<file path="src/rtl/sensor_raw_to_bcd.sv">
// Raw temperature/humidity sensor word to signed tenths in BCD.
// Shift-add multiply, offset and clamp, then double-dabble conversion.
module sensor_raw_to_bcd #(
    parameter int T_GAIN = 1757,
    parameter int T_OFFS = 469,
    parameter int H_GAIN = 1250,
    parameter int H_OFFS = 60,
    parameter int H_MAX  = 1000
) (
    input  logic        clk100MHz,
    input  logic        rst,
    input  logic        start,
    input  logic        mode,
    input  logic [15:0] raw_in,
    output logic        busy,
    output logic        done,
    output logic        neg,
    output logic [15:0] bcd
);

    typedef enum logic [2:0] {
        S_IDLE,
        S_MULT,
        S_OFFS,
        S_BCD,
        S_DONE
    } state_t;

    state_t             r_state;
    state_t             w_next;
    logic               r_mode;
    logic [15:0]        r_raw;
    logic [26:0]        r_gain;
    logic [26:0]        r_acc;
    logic [4:0]         r_cnt;
    logic               r_neg_n;
    logic [15:0]        r_dd;
    logic [10:0]        r_sh;
    logic               r_busy;
    logic               r_done;
    logic               r_neg;
    logic [15:0]        r_bcd;

    logic               w_accept;
    logic [10:0]        w_scaled;
    logic [11:0]        w_offs;
    logic signed [11:0] w_v;
    logic signed [11:0] w_vneg;
    logic [10:0]        w_mag;
    logic               w_neg_n;
    logic [15:0]        w_adj;

    // The done cycle blocks acceptance so a held start restarts one cycle later.
    assign w_accept = start && !r_done;

    assign busy = r_busy;
    assign done = r_done;
    assign neg  = r_neg;
    assign bcd  = r_bcd;

    // Next-state logic for the conversion sequence.
    always_comb begin
        w_next = r_state;
        unique case (r_state)
            S_IDLE: if (w_accept) w_next = S_MULT;
            S_MULT: if (r_cnt == 5'd15) w_next = S_OFFS;
            S_OFFS: w_next = S_BCD;
            S_BCD:  if (r_cnt == 5'd10) w_next = S_DONE;
            S_DONE: w_next = S_IDLE;
            default: w_next = S_IDLE;
        endcase
    end

    // Scale, subtract offset, then sign/magnitude or clamp by mode.
    always_comb begin
        w_scaled = r_acc[26:16];
        w_offs   = r_mode ? 12'(H_OFFS) : 12'(T_OFFS);
        w_v      = $signed({1'b0, w_scaled}) - $signed(w_offs);
        w_vneg   = -w_v;
        w_mag    = 11'd0;
        w_neg_n  = 1'b0;
        if (r_mode) begin
            if (w_v < 0)
                w_mag = 11'd0;
            else if (w_v > $signed(12'(H_MAX)))
                w_mag = 11'(H_MAX);
            else
                w_mag = w_v[10:0];
        end else begin
            w_neg_n = w_v[11];
            w_mag   = w_v[11] ? w_vneg[10:0] : w_v[10:0];
        end
    end

    // Double-dabble correction: add 3 to each digit of 5 or more.
    always_comb begin
        w_adj = r_dd;
        for (int i = 0; i < 4; i++) begin
            if (r_dd[4*i +: 4] >= 4'd5)
                w_adj[4*i +: 4] = r_dd[4*i +: 4] + 4'd3;
        end
    end

    // State register, datapath and registered outputs.
    always_ff @(posedge clk100MHz) begin
        if (rst) begin
            r_state <= S_IDLE;
            r_mode  <= 1'b0;
            r_raw   <= '0;
            r_gain  <= '0;
            r_acc   <= '0;
            r_cnt   <= '0;
            r_neg_n <= 1'b0;
            r_dd    <= '0;
            r_sh    <= '0;
            r_busy  <= 1'b0;
            r_done  <= 1'b0;
            r_neg   <= 1'b0;
            r_bcd   <= '0;
        end else begin
            r_state <= w_next;
            r_busy  <= (r_state != S_IDLE) && (r_state != S_DONE);
            r_done  <= (r_state == S_DONE);
            unique case (r_state)
                S_IDLE: begin
                    if (w_accept) begin
                        r_raw  <= raw_in;
                        r_mode <= mode;
                        r_gain <= mode ? 27'(H_GAIN) : 27'(T_GAIN);
                        r_acc  <= '0;
                        r_cnt  <= '0;
                    end
                end
                S_MULT: begin
                    if (r_raw[0])
                        r_acc <= r_acc + r_gain;
                    r_raw  <= {1'b0, r_raw[15:1]};
                    r_gain <= {r_gain[25:0], 1'b0};
                    r_cnt  <= r_cnt + 5'd1;
                end
                S_OFFS: begin
                    r_sh    <= w_mag;
                    r_neg_n <= w_neg_n;
                    r_dd    <= '0;
                    r_cnt   <= '0;
                end
                S_BCD: begin
                    r_dd  <= {w_adj[14:0], r_sh[10]};
                    r_sh  <= {r_sh[9:0], 1'b0};
                    r_cnt <= r_cnt + 5'd1;
                end
                S_DONE: begin
                    r_bcd <= r_dd;
                    r_neg <= r_neg_n;
                end
                default: ;
            endcase
        end
    end

endmodule

</file>
<file path="config.mk">
export PLATFORM = sky130hd
export DESIGN_NAME = sensor_raw_to_bcd
export DESIGN_NICKNAME = d
export VERILOG_FILES = /design/src/rtl/sensor_raw_to_bcd.sv
export SDC_FILE = /design/constraint.sdc
export NUM_CORES = 1
export LEC_CHECK = 0
export ABC_AREA = 1
export CORE_MARGIN = 2
export CORE_UTILIZATION = 30
export DETAILED_ROUTE_END_ITERATION = 12
export PLACE_DENSITY_LB_ADDON = 0.05
export SLEW_MARGIN = 30
export SYNTH_ARGS = -nofsm -noshare
export SYNTH_HDL_FRONTEND = slang
export SYNTH_SLANG_ARGS = --single-unit
</file>
<file path="constraint.sdc">
create_clock -name clk100MHz -period 5.2 [get_ports clk100MHz]
set_input_delay 0.78 -clock clk100MHz [delete_from_list [all_inputs] [get_ports clk100MHz]]
set_output_delay 0.78 -clock clk100MHz [all_outputs]
set_load 0.02 [all_outputs]
</file>
==> results of run 1 <==
## worst max-delay path by stage
stage / from / to / slack (ns) / depth (start not counted)
final: r_state[0]$_SDFFE_PP0P_ / r_acc[2]$_SDFFE_PP0P_ / 2.49 / 10
after global routing: r_state[0]$_SDFFE_PP0P_ / r_acc[2]$_SDFFE_PP0P_ / 2.12 / 10
after CTS: r_state[0]$_SDFFE_PP0P_ / r_acc[2]$_SDFFE_PP0P_ / 2.44 / 10
after detailed placement: start / r_gain[1]$_SDFFE_PP0P_ / 2.17 / 8
after global placement: start / r_gain[1]$_SDFFE_PP0P_ / 2.23 / 8
after floorplan: r_mode$_SDFFE_PP0P_ / r_sh[8]$_SDFFE_PP0N_ / 3.04 / 15
## cells by family after synthesis
| family | Yosys count |
|---|---|
| compound gates | 277 |
| flops | 126 |
| simple gates | 488 |
| fa+ha+maj | 46 |
| buf+inv | 148 |
| xor+xnor | 4 |
## synthesized netlist by cell type (9+ instances only)
library cell / number
inv_1: 97
nand2_1: 288
nand2_2: 15
a21oi_1: 145
ha_1: 45
inv_2: 11
clkbuf_1: 17
nand3_1: 58
nor3_1: 15
o21ai_0: 77
buf_2: 9
nand4_1: 14
a31oi_1: 22
dfxtp_1: 126
nor2_1: 70
## through the flow
step           cell area, µm²  hold WS [ns]  instances
6_report                 8660         0.463       1449
5_1_grt                  8660         0.476       1449
4_1_cts                  8660         0.466       1449
3_5_place_dp             8030         0.456       1417
3_3_place_gp             8030         0.452       1417
2_1_floorplan            7420         0.439       1089
## state kept, by name, indices dropped and copies added, names as in the netlist, 3 cells and up
register and cells:
r_acc 27, r_gain 27, bcd 16, r_dd 16, r_raw 16, r_sh 11, r_cnt 5, r_state 3
## metal layers
layer  vias to the layer above  track usage [%]  wire (µm)
li1                       3696                -          -
met1                      3186             22.3      10400
met5                         -                0          0
met4                         0             3.53        206
met2                        81             27.8       9610
met3                        11             3.21        567
## power by group
group	switching (mW)	internal, mW	total, mW
Clock	0.485	0.814	1.30
Sequential	0.0573	1.03	1.09
Combinational	0.333	0.150	0.483
## worst min-delay path, delay by kind of cell, from the launching register on
family / cells / cell delay (ns)
compound gates: 1 / 0.05
flops: 1 / 0.31
simple gates: 1 / 0.06
## cell type report
type                       count  area, µm²
timing repair buffer          41        400
sequential                   126       2520
inverter                     111        424
clock buffer                  18        429
multi-input combinational    815       4280
clock inverter                14        205
fill                        2627      15700
tap                          324        405
==> run_results.csv, run 1 <==
group,metric,value,unit
run_status,status,"complete, no violations",
sta,setup_slack,2.49,ns
cells_and_area,final_common_cell,"nand2_1",
synthesis,synth_simple_gate_area_share,29.0,%
sta,tightestPinTransition,0.856,ns
route,via_per_inst,4.81,
synthesis,synth_edf_count,0,
synthesis,synthCells,1089,
synthesis,synth_top_flop_cell,"dfxtp_1",
placed_design,numPortBuffers,38,
power_and_ir_drop,power_leakage,3.50,nW
worst_setup_path,cp.arrival,3.05,ns
worst_setup_path,r2r-start,"r_state[0]$_SDFFE_PP0P_",
worst_hold_path,holdPathEnd,"r_raw[15]$_SDFFE_PP0P_",
grt,overflow,0,
cells_and_area,area_growth,16.8,%
sta,setup_tns,0,ns
worst_hold_path,hp-class,"reg -> reg",
synthesis,yosysWarningCount,0,
worst_setup_path,timing.reg2reg.setup_slack,2.49,ns
worst_setup_path,path_cells,"inv_1, nor2_1, inv_2, nor2_4, buf_4, nand2_2, inv_1, o21ai_0, a21o_1, a21oi_1",
route,dr.pass1.iters,4,
synthesis,syn_avg_cell_area,6.81,µm²
synthesis,yosysTopAreaCell,"dfxtp_1",
power_and_ir_drop,peakVddDrop,0.000166,V
synthesis,synth_xor_area_share,0.472,%
floorplanning,die_h,161,µm
floorplanning,num_rows,57,
grt,grt_max_degree,75,
worst_hold_path,min_from,"r_raw[15]$_SDFFE_PP0P_",
sta,setup_viol,0,
grt,antenna_found_initial,0,
worst_setup_path,end_kind,"flop",
sta,hold_viol_final,0,
route,drc_errors,0,
cts,clockBufferDepth,2,
power_and_ir_drop,finalPower,2.87,mW
synthesis,synth-seq-cells,126,
cts,cts-root-buf,"clkbuf_16",
cells_and_area,drive_above_1_share,8.09,%
grt,grt_pass1_wl,34.8,mm
cts,ctsResizeCount,0,
cts,insertion_delay,0.42,ns
synthesis,synth_top_area_share,34.0,%
route,routed_wl,20.8,mm
cts,holdBufCountCts,0,
worst_setup_path,cpMaxStageDelayCell,"inv_1",
cts,tritoncts,"built",
placed_design,dp_hpwl,15.1,mm
synthesis,synth_top_family_by_area,"simple AND/OR/NAND/NOR gates",
route,vias,6974,
worst_setup_path,critPathMostFrequentCell,"inv_1",
sta,drv_slew,0,
worst_setup_path,startpoint_type,"flop",
sta,fin_crit_sh,52.2,%
worst_setup_path,critPathBufInv,4,
sta,finClkSkew,0.0130,ns
synthesis,synth.net_count,1155,
cells_and_area,num_antenna_cells,0,
synthesis,synth_cell_types,49,
cts,cts_made_buffers,17,
worst_setup_path,crit_required,5.54,ns
floorplanning,core,24300,µm²
worst_setup_path,critical_path_class,"reg -> reg",
worst_hold_path,holdPathStages,2,
worst_setup_path,r2r_end,"r_acc[2]$_SDFFE_PP0P_",
sta,max_freq,369,MHz
synthesis,synthMuxAreaShare,0,%
floorplanning,initial_utilization,30.5,%
synthesis,synth_async_sr_flop_share,0,%
worst_setup_path,worstRegToRegCells,10,
worst_setup_path,critPathMaxStageDelay,0.57,ns
placed_design,pre_cts_slack,2.17,ns
power_and_ir_drop,power_density,331,nW/µm²
cts,htreeDepth,4,
grt,grt_usage,16.6,%
synthesis,syn_area,7420,µm²
cts,cts_setup_buffers,0,
route,wire_per_inst,14.4,µm
run,cap_viol_max_count,0,
cells_and_area,nets,1178,
worst_setup_path,cp_top_family,"buffers and inverters",
synthesis,yosys-top-cells-area,"dfxtp_1, nand2_1, a21oi_1, ha_1, o21ai_0",
synthesis,synth-compound-area-share,20.3,%
grt,grt_pass1_vias,6721,
cells_and_area,fin_util,35.6,%
floorplanning,pin_count,39,
synthesis,yosysSeqAreaShare,34.0,%
cells_and_area,mostFrequentLayoutCells,"nand2_1, a21oi_1, dfxtp_1, inv_1, o21ai_0",
sta,rsz0062_at_grt,"false",
cts,path_clk_slew,0.06,ns
placed_design,finalWeightedCongestion,0.829,
floorplanning,die_area,26000,µm²
worst_setup_path,crit_fanout,39,
synthesis,synth_adder_area_share,7.86,%
route,ant_nets,0,
route,drtIter0Drc,339,
sta,slew_headroom,42.9,%
cts,cts.sinks,126,
floorplanning,dieWidth,161,µm
sta,period_needed,2.71,ns
Power figures use the tool's default switching activity.
==> run 2: changes to the inputs <==
- clock period: 5.2 -> 2.47 ns (I/O delays scaled with it)
==> run 2 against run 1 <==
Net effect: sequential power up 110%; flip-flop and latch count did not move; via count barely moved; first-iteration DRC count rose by 14%; non-clock buffer count grew 15; critical path depth is 3 higher; worst hold slack worse by 0.12 ns; sequential share of layout area decreased by 0.36 points; clock skew decreased by 0.0020 ns; total power is 110% higher; cell area increased by 1.3%; critical path type unchanged; highest routed layer unchanged.
==> run_results.csv, run 2 (synthesized netlist as in run 1, its figures left out) <==
group,metric,value,unit
run_status,status,"complete, no violations",
cts,holdBufCountCts,0,
sta,hold_viol_final,0,
power_and_ir_drop,p_comb_share,18.4,%
route,routed_wl,20.8,mm
power_and_ir_drop,seqPwrFrac,38.0,%
worst_setup_path,critPathMostFrequentCell,"nand2_1",
worst_setup_path,critPathBufInv,2,
sta,fin_crit_sh,88.7,%
route,ant_nets,0,
worst_setup_path,timing.reg2reg.setup_slack,0.28,ns
worst_hold_path,holdPathEnd,"r_acc[17]$_SDFFE_PP0P_",
worst_setup_path,path_cells,"buf_4, ha_1, nand2_1, a21oi_1, nor2_2, nand4_4, inv_4, nand3b_1, nand2_1, nand2_1, nor2_1, nand2_1, a21oi_1",
cells_and_area,instances_no_fill,1464,
worst_setup_path,cp.arrival,2.54,ns
worst_setup_path,worstRegToRegCells,13,
run,cap_viol_max_count,0,
cells_and_area,nets,1193,
sta,finClkSkew,0.0110,ns
worst_setup_path,r2r-start,"r_mode$_SDFFE_PP0P_",
cts,cts_made_buffers,17,
cts,insertion_delay,0.43,ns
placed_design,finalWeightedCongestion,0.821,
power_and_ir_drop,power_density,683,nW/µm²
sta,drv_slew,0,
sta,slew_headroom,44.6,%
cts,cts-root-buf,"clkbuf_16",
sta,period_needed,2.19,ns
power_and_ir_drop,peakVddDrop,0.000379,V
cts,htreeDepth,4,
grt,grt_pass1_vias,6908,
worst_setup_path,crit_start,"r_mode$_SDFFE_PP0P_",
worst_setup_path,critPathMaxStageDelay,0.37,ns
grt,overflow,0,
worst_setup_path,end_kind,"flop",
floorplanning,die_area,26000,µm²
cts,cts.sinks,126,
power_and_ir_drop,power_leakage,3.57,nW
power_and_ir_drop,swShare,31.8,%
placed_design,numPortBuffers,38,
cts,clockBufferDepth,2,
cells_and_area,area_growth,18.3,%
power_and_ir_drop,power.switching,1.91,mW
cts,cts_setup_buffers,0,
route,drc_errors,0,
cts,tritoncts,"built",
floorplanning,num_rows,57,
cells_and_area,fin_util,36.1,%
sta,setup_viol,0,
placed_design,dp_hpwl,15.4,mm
floorplanning,pin_count,39,
route,dr.pass1.iters,5,
power_and_ir_drop,clkPwrFrac,43.5,%
cells_and_area,largest_registers,"r_acc x27, r_gain x27",
cells_and_area,drive_above_1_share,9.56,%
worst_setup_path,critical_path_class,"reg -> reg",
cells_and_area,num_antenna_cells,0,
grt,grt_usage,16.8,%
sta,max_freq,457,MHz
floorplanning,die_h,161,µm
grt,grt_pass1_wl,35.4,mm
sta,setup_tns,0,ns
floorplanning,dieWidth,161,µm
placed_design,dp.cells,1432,
worst_setup_path,cpMaxStageDelayCell,"ha_1",
worst_hold_path,hp-class,"in -> reg",
worst_setup_path,crit_required,2.82,ns
grt,grt_max_degree,44,
cts,path_clk_slew,0.06,ns
sta,tightestPinTransition,0.829,ns
floorplanning,initial_utilization,30.5,%
power_and_ir_drop,p_int,4.09,mW
floorplanning,core,24300,µm²
route,vias,6976,
placed_design,place_area,8150,µm²
worst_setup_path,startpoint_type,"flop",
route,wire_per_inst,14.2,µm
route,drtIter0Drc,387,
worst_setup_path,r2r_end,"r_sh[2]$_SDFFE_PP0N_",
grt,antenna_found_initial,0,
worst_setup_path,crit_fanout,12,
cells_and_area,mostFrequentLayoutCells,"nand2_1, a21oi_1, dfxtp_1, inv_1, o21ai_0",
cells_and_area,final_common_cell,"nand2_1",
worst_setup_path,cp_top_family,"simple AND/OR/NAND/NOR gates",
worst_hold_path,min_from,"rst",
cells_and_area,final_cell_area,8780,µm²
sta,hold_slack,0.345,ns
worst_hold_path,holdPathStages,2,
route,via_per_inst,4.77,
[run 2: worst max-delay path by stage]
stage                                      end  slack (ns)  cells past startpoint
after floorplan           r_sh[8]$_SDFFE_PP0N_        0.31                     15
after global placement    r_sh[2]$_SDFFE_PP0N_        0.18                     13
after detailed placement  r_sh[2]$_SDFFE_PP0N_        0.20                     13
after CTS                 r_sh[2]$_SDFFE_PP0N_        0.18                     13
after global routing      r_sh[8]$_SDFFE_PP0N_      -0.001                     17
final                     r_sh[2]$_SDFFE_PP0N_        0.28                     13
[run 2: metrics by stage]
step | setup WS [ns] | power (mW)
global placement | 0.181 | 3.46
finish | 0.280 | 5.99
detailed placement | 0.199 | 3.45
floorplan | 0.314 | 3.09
global route | -0.00126 | 6.34
CTS | 0.180 | 6.09
[run 2: layout make-up]
class / instances / area [µm²]
Clock inverter: 14 / 170
Fill cell: 2648 / 15500
Sequential cell: 126 / 2520
Multi-Input combinational cell: 815 / 4290
Clock buffer: 18 / 439
Inverter: 111 / 427
Tap cell: 324 / 405
Timing Repair Buffer: 56 / 526
[run 2: metal layers]
metal / GRT usage [%] / up-vias / routed length [µm]
met2: 27.7 / 106 / 9430
met4: 4.99 / 0 / 272
met3: 2.67 / 21 / 582
li1: - / 3721 / -
met5: 0 / - / 0
met1: 22.6 / 3128 / 10500
[run 2: timing repair]
item,4_1_cts,5_1_grt
gates resized for setup,0,7
endpoints found under the setup margin,0,5
endpoints found under the hold margin,0,0
[run 2: power groups by stage]
stage | clock network [mW] | logic, mW | registers (mW)
final | 2.61 | 1.11 | 2.28
after CTS | 2.69 | 1.13 | 2.28
after global placement | 0 | 1.13 | 2.33
after global routing | 2.77 | 1.26 | 2.30
after floorplan | 0 | 0.781 | 2.31
after detailed placement | 0 | 1.12 | 2.32
[run 2: worst reg2reg max path, stage by stage (launching register included)]
cell and delay [ns]:
dfxtp_2 0.33, buf_4 0.17, ha_1 0.37, nand2_1 0.11
a21oi_1 0.07, nor2_2 0.17, nand4_4 0.21, inv_4 0.19
nand3b_1 0.12, nand2_1 0.07, nand2_1 0.04, nor2_1 0.08
nand2_1 0.06, a21oi_1 0.11
==> run 3: changes to the inputs <==
- ABC_CLOCK_PERIOD_IN_PS: unset -> 2470
==> results of run 3 <==
Final layout, timing and power as in run 2 (identical DEF).
